### src/rtl/dcache_direct_wb.sv
// Direct-mapped, write-back, write-allocate data cache. Reads hit with zero latency.
// On a miss the core stalls while a dirty victim is written back and the 4-word line is refilled.
module dcache_direct_wb #(
  parameter int INDEX_W = 3
) (
  input  logic         clk,
  input  logic         rst_n,
  input  logic         proc_read,
  input  logic         proc_write,
  input  logic [29:0]  proc_addr,
  input  logic [31:0]  proc_wdata,
  output logic [31:0]  proc_rdata,
  output logic         proc_stall,
  output logic         mem_read,
  output logic         mem_write,
  output logic [27:0]  mem_addr,
  output logic [127:0] mem_wdata,
  input  logic [127:0] mem_rdata,
  input  logic         mem_ready
);

  localparam int TAG_W = 28 - INDEX_W;
  localparam int LINES = 1 << INDEX_W;

  typedef enum logic [1:0] {
    IDLE      = 2'd0,
    WRITEBACK = 2'd1,
    ALLOCATE  = 2'd2
  } state_t;

  state_t state_q, state_d;

  logic [LINES-1:0] valid_q;
  logic [LINES-1:0] dirty_q;
  logic [TAG_W-1:0] tag_q  [LINES];
  logic [127:0]     line_q [LINES];

  logic [1:0]         offset;
  logic [INDEX_W-1:0] index;
  logic [TAG_W-1:0]   tag;
  logic               req;
  logic               hit;

  assign offset = proc_addr[1:0];
  assign index  = proc_addr[INDEX_W+1:2];
  assign tag    = proc_addr[29:INDEX_W+2];
  assign req    = proc_read | proc_write;
  assign hit    = valid_q[index] & (tag_q[index] == tag);

  assign proc_rdata = line_q[index][{offset, 5'd0} +: 32];

  always_ff @(posedge clk or negedge rst_n) begin
    if (!rst_n) state_q <= IDLE;
    else        state_q <= state_d;
  end

  // NOTE: every output gets a default before the case so no path leaves one unassigned (no latches).
  always_comb begin
    state_d    = state_q;
    proc_stall = 1'b0;
    mem_read   = 1'b0;
    mem_write  = 1'b0;
    mem_addr   = '0;
    mem_wdata  = '0;
    case (state_q)
      IDLE: begin
        proc_stall = req & ~hit;
        if (req && !hit) begin
          state_d = (valid_q[index] && dirty_q[index]) ? WRITEBACK : ALLOCATE;
        end
      end
      WRITEBACK: begin
        proc_stall = 1'b1;
        mem_write  = 1'b1;
        mem_addr   = {tag_q[index], index};
        mem_wdata  = line_q[index];
        if (mem_ready) state_d = ALLOCATE;
      end
      ALLOCATE: begin
        proc_stall = 1'b1;
        mem_read   = 1'b1;
        mem_addr   = {tag, index};
        if (mem_ready) state_d = IDLE;
      end
      default: state_d = IDLE;
    endcase
  end

  // NOTE: the line store is small enough to live in flops, so it is cleared by reset like any other state.
  always_ff @(posedge clk or negedge rst_n) begin
    if (!rst_n) begin
      valid_q <= '0;
      dirty_q <= '0;
      for (int i = 0; i < LINES; i++) begin
        tag_q[i]  <= '0;
        line_q[i] <= '0;
      end
    end else if (state_q == IDLE && proc_write && hit) begin
      line_q[index][{offset, 5'd0} +: 32] <= proc_wdata;
      dirty_q[index]                      <= 1'b1;
    end else if (state_q == ALLOCATE && mem_ready) begin
      line_q[index]  <= mem_rdata;
      tag_q[index]   <= tag;
      valid_q[index] <= 1'b1;
      dirty_q[index] <= 1'b0;
    end
  end

endmodule
### config.mk
export PLATFORM = sky130hd
export DESIGN_NAME = dcache_direct_wb
export DESIGN_NICKNAME = d
export VERILOG_FILES = /design/src/rtl/dcache_direct_wb.sv
export SDC_FILE = /design/constraint.sdc
export NUM_CORES = 2
export LEC_CHECK = 0
export ABC_CLOCK_PERIOD_IN_PS = 8900
export CORE_ASPECT_RATIO = 0.75
export CORE_UTILIZATION = 35
export DETAILED_ROUTE_END_ITERATION = 16
export PLACE_DENSITY = 0.62
export SYNTH_ARGS = -nofsm -noshare
export SYNTH_HDL_FRONTEND = slang
export SYNTH_SLANG_ARGS = --single-unit
### constraint.sdc
create_clock -name clk -period 8.9 [get_ports clk]
set_clock_uncertainty 0.1 [all_clocks]
set_input_delay 2.225 -clock clk [delete_from_list [all_inputs] [get_ports clk]]
set_output_delay 2.225 -clock clk [all_outputs]
set_load 0.01 [all_outputs]
# == Yosys cells after proc, flatten, opt, wreduce, memory -nomap -nowiden ==
# Index checks and enable logic that the tools add are counted.
# word_totals
register_bits,1242
latchBits,0
mem_bits_rw,0
romBits,0
inputBits,195
output_inout_bits,191
elab_cells,91
mem_count,0
# classes
add_sub_neg,1
n_mul,0
div,0
magnitude_cmp,4
n_eq_ne,6
shift,3
mux,35
bitwise,10
reduce_logical,13
# ops
op,n
$bwmux W1024,2
$mux W1024,2
$demux W128 S3,2
$mux W128,5
$bmux W128 S3,1
$bwmux W200,1
$shift A32 B9 Y128 const A,1
$shiftx A128 B8 Y32,1
$shiftx A32 B9 Y128,1
$bmux W25 S3,1
$demux W25 S3,1
$mux W25,3
$pmux W28 S2,1
$eq A25 B25 Y1,1
$mux W8,2
$or A8 B8 Y8,2
$neg A7 Y9,1
$and A8 B8 Y8,1
$mux W2,4
$not A8 Y8,1
$logic_and A1 B1 Y1,7
$bmux W1 S3,2
$ne A2 B2 Y1 const B,3
$pmux W2 S3,1
19 further kinds,25

# == Depth between registers and ports, before layout ==
# depth
word_depth,10
mapped_depth,16
depth_no_buf,8

# == Least setup slack after synthesis ==
# OpenSTA, ideal clock, no wires.
# synth_path
path_kind,input to output
startpoint,in proc_addr[4]
endpoint,out proc_rdata[1]
arrival_time_ns,5.087
required_time_ns,6.575
slack_ns,1.488
cell_stages,11
n_path_buf,7
path_cell_list,buf_2 buf_6 buf_4 buf_4 clkbuf_1 clkbuf_1 buf_1 mux4_2 o21ai_0 nand2_1 mux4_2
# synth_via
elab_chain_cells,5
# synth_lines
item,line,rtl
start: declaration,10,"input logic [29:0] proc_addr,"
$not A3 Y4 (not written as such),50,"assign proc_rdata = line_q[index][{offset, 5'd0} +: 32];"
$bmux W128 S3,50,
$mux W128 (not written as such) (2 in series),50,
$shiftx A128 B8 Y32,50,
end: declaration,12,"output logic [31:0] proc_rdata,"
# No other way between the ends. The select of a mux whose other input is x is not followed.

# == Final worst setup path ==
# layout_path
startpoint,in proc_addr[2]
endpoint,out proc_rdata[13]
# The elaborated chain is that of the path after synthesis.

==> metrics <==
Area Growth Syn to Fin=14.4%; Worst EP arrival=5.97 ns; largest fanout on the critical path=38; WL final=316000 um; PD cells=187 nW/um2; Final Hold Viols=0; Worst R2R Path Depth=11; initial drt markers=8123; pin slew with the least headroom to its limit=1.29 ns; Max VDD drop=0.140 mV; hold endpoint=valid_q[2]; YS warnings=0; Final ANT Viol Nets=0; htree depth=4; vias in the first global route=64349; port buffer count=385; first-pass GRT wire length=458000 um; nets=7997; max-slew violations=0; core area=223000 um2; GR Overflow Total=0; largest net degree at the start of global routing=185; DRC viols=0; Synthesized Nets=8080; DR vias/cell=6.00; reg2reg start=tag_q[91]; Max Freq=0.121 GHz; reg2reg end=line_q[135]; startpoint types=primary input; clk sink count=1242; Hold Path Depth=1; Die Wd=548 um; Syn Inst Count=7876; register area share after synthesis=0.397; final worst slack=0.608 ns; endpoint type of the worst setup path=output port; cell area after synthesis=78300 um2; Tmin final=8.29 ns; gpl congestion=0.884; Vias=65210; CTS resizes=0; clk buf depth=4; library cells used by synthesis=61; hpwl dp=198000 um; Post-synth EDFFs=0; Final period util=0.932; clock root buffer=clkbuf_16; DP Worst Slack=0.713 ns; commonest non-fill, non-tap cells in the layout=nand2_1 (2209), dfrtp_1 (1242), mux2i_1 (1143); final core occ=0.403; Max-Cap Viols=0; DRT Pass-1 Iters=7; CP Class=in2out; ys flop type=dfrtp_1; Die Area=226000 um2; startpoint of the worst hold path=valid_q[2]; Routed wire per std cell=29.1 um; Clock Latency Late Sink=0.80 ns; TritonCTS Buffers=146; unrepaired setup endpoints after global routing=false; Die Ht=412 um; HP Class=reg2reg; Synth async-reset ratio=1.00; worst rel slew slack=0.121; share of cells above drive strength 1=0.137; # IOs=386; most common cell after layout, fill and taps aside=nand2_1; Reg clk slew, reported paths=0.06 ns; CTS tree=built; Syn Area/Cell=9.95 um2; Starting Density=0.352; reg2reg setup slack=3.87 ns; num rows=150; final setup fails=0; Setup TNS Final=0 ns; CTS Hold Bufs=0; GRT Total Usage=0.273; initial antenna violation count=46; status=finished, final reports clean; LEAKAGE=43.9 nW; setup bufs post-CTS=0; synthesis-stage register bit count=1242; worst path required time=6.58 ns
-- synthesized netlist by cell type, drive strengths merged (25+ instances only) --
cell	number	share of area
and2	83	0.0066
clkbuf	453	0.022
mux2	1308	0.19
dfrtp	1242	0.40
o21ai	59	0.0038
o22ai	41	0.0033
nor2b	25	0.0020
a221oi	42	0.0047
nand2	2209	0.11
nor2	91	0.0044
mux4	54	0.016
buf	418	0.032
a22oi	252	0.024
nand4	57	0.0046
a31oi	27	0.0022
a21oi	88	0.0056
nand3	40	0.0035
a22o	37	0.0041
mux2i	1175	0.15
-- worst max-delay path by stage --
| stage | start | end | slack [ns] | cells after the start |
|---|---|---|---|---|
| 6_report | proc_addr[2] | proc_rdata[13] | 0.61 | 8 |
| 5_1_grt | proc_addr[2] | proc_rdata[13] | 0.66 | 8 |
| 4_1_cts | proc_addr[2] | proc_rdata[13] | 0.71 | 8 |
| 3_5_place_dp | proc_addr[2] | proc_rdata[13] | 0.71 | 8 |
| 3_3_place_gp | proc_addr[2] | proc_rdata[13] | 0.75 | 8 |
| 2_1_floorplan | proc_addr[4] | proc_rdata[1] | 1.49 | 11 |
-- state kept, by name, indices dropped and copies added (netlist names), named ones only --
| register | cells |
|---|---|
| state_q | 2 |
| tag_q | 200 |
| line_q | 1024 |
| valid_q | 8 |
-- power breakdown --
part	total, mW	leakage (nW)	internal, mW	switching [mW]
registers	7.25	16.8	6.70	0.548
clock network	6.28	2.35	3.70	2.59
logic	3.22	24.8	1.47	1.75
-- worst max-delay path, stage by stage --
cell,delay (ns)
buf_8,0.32
buf_4,0.47
and2_1,0.56
buf_4,0.33
a21oi_1,0.09
o221ai_1,0.75
mux4_2,0.55
clkdlybuf4s50_1,0.58
-- metrics by stage --
stage / hold WS [ns] / area (um2) / instances / power, mW
6_report: 0.368 / 89600 / 10877 / 16.8
5_1_grt: 0.383 / 89600 / 10868 / 17.3
4_1_cts: 0.370 / 89500 / 10851 / 16.8
3_5_place_dp: 0.352 / 84700 / 10609 / 10.5
3_3_place_gp: 0.344 / 84700 / 10609 / 10.3
2_1_floorplan: 0.329 / 78300 / 7876 / 9.18
-- layout make-up --
class	count	area (um2)
diodes	26	65.1
clock buffers	197	4110
clock inverters	45	681
fillers	21434	133000
inverters	9	36.3
multi-input cells	5754	43400
flip-flops and latches	1242	31100
well taps	2964	3710
repair buffers	640	6480
-- cell families (layout without fill, tap and decap cells) --
group,Yosys count,after routing,share of synthesized area
compound gates,629,629,0.0569
xor+xnor,5,5,0.000559
fa+ha+maj,9,9,0.00144
buf+inv,880,891,0.0542
flops,1242,1242,0.397
mux,2537,2537,0.358
other cells,0,26,0
simple gates,2574,2574,0.132
-- routing by layer --
layer,global-route usage,vias to the layer above,routed length [um]
li1,-,27046,-
met1,0.360,33271,125000
met2,0.414,4025,139000
met3,0.0674,854,35200
met4,0.142,14,17600
met5,0,-,85
(Power assumes the default switching activity.)
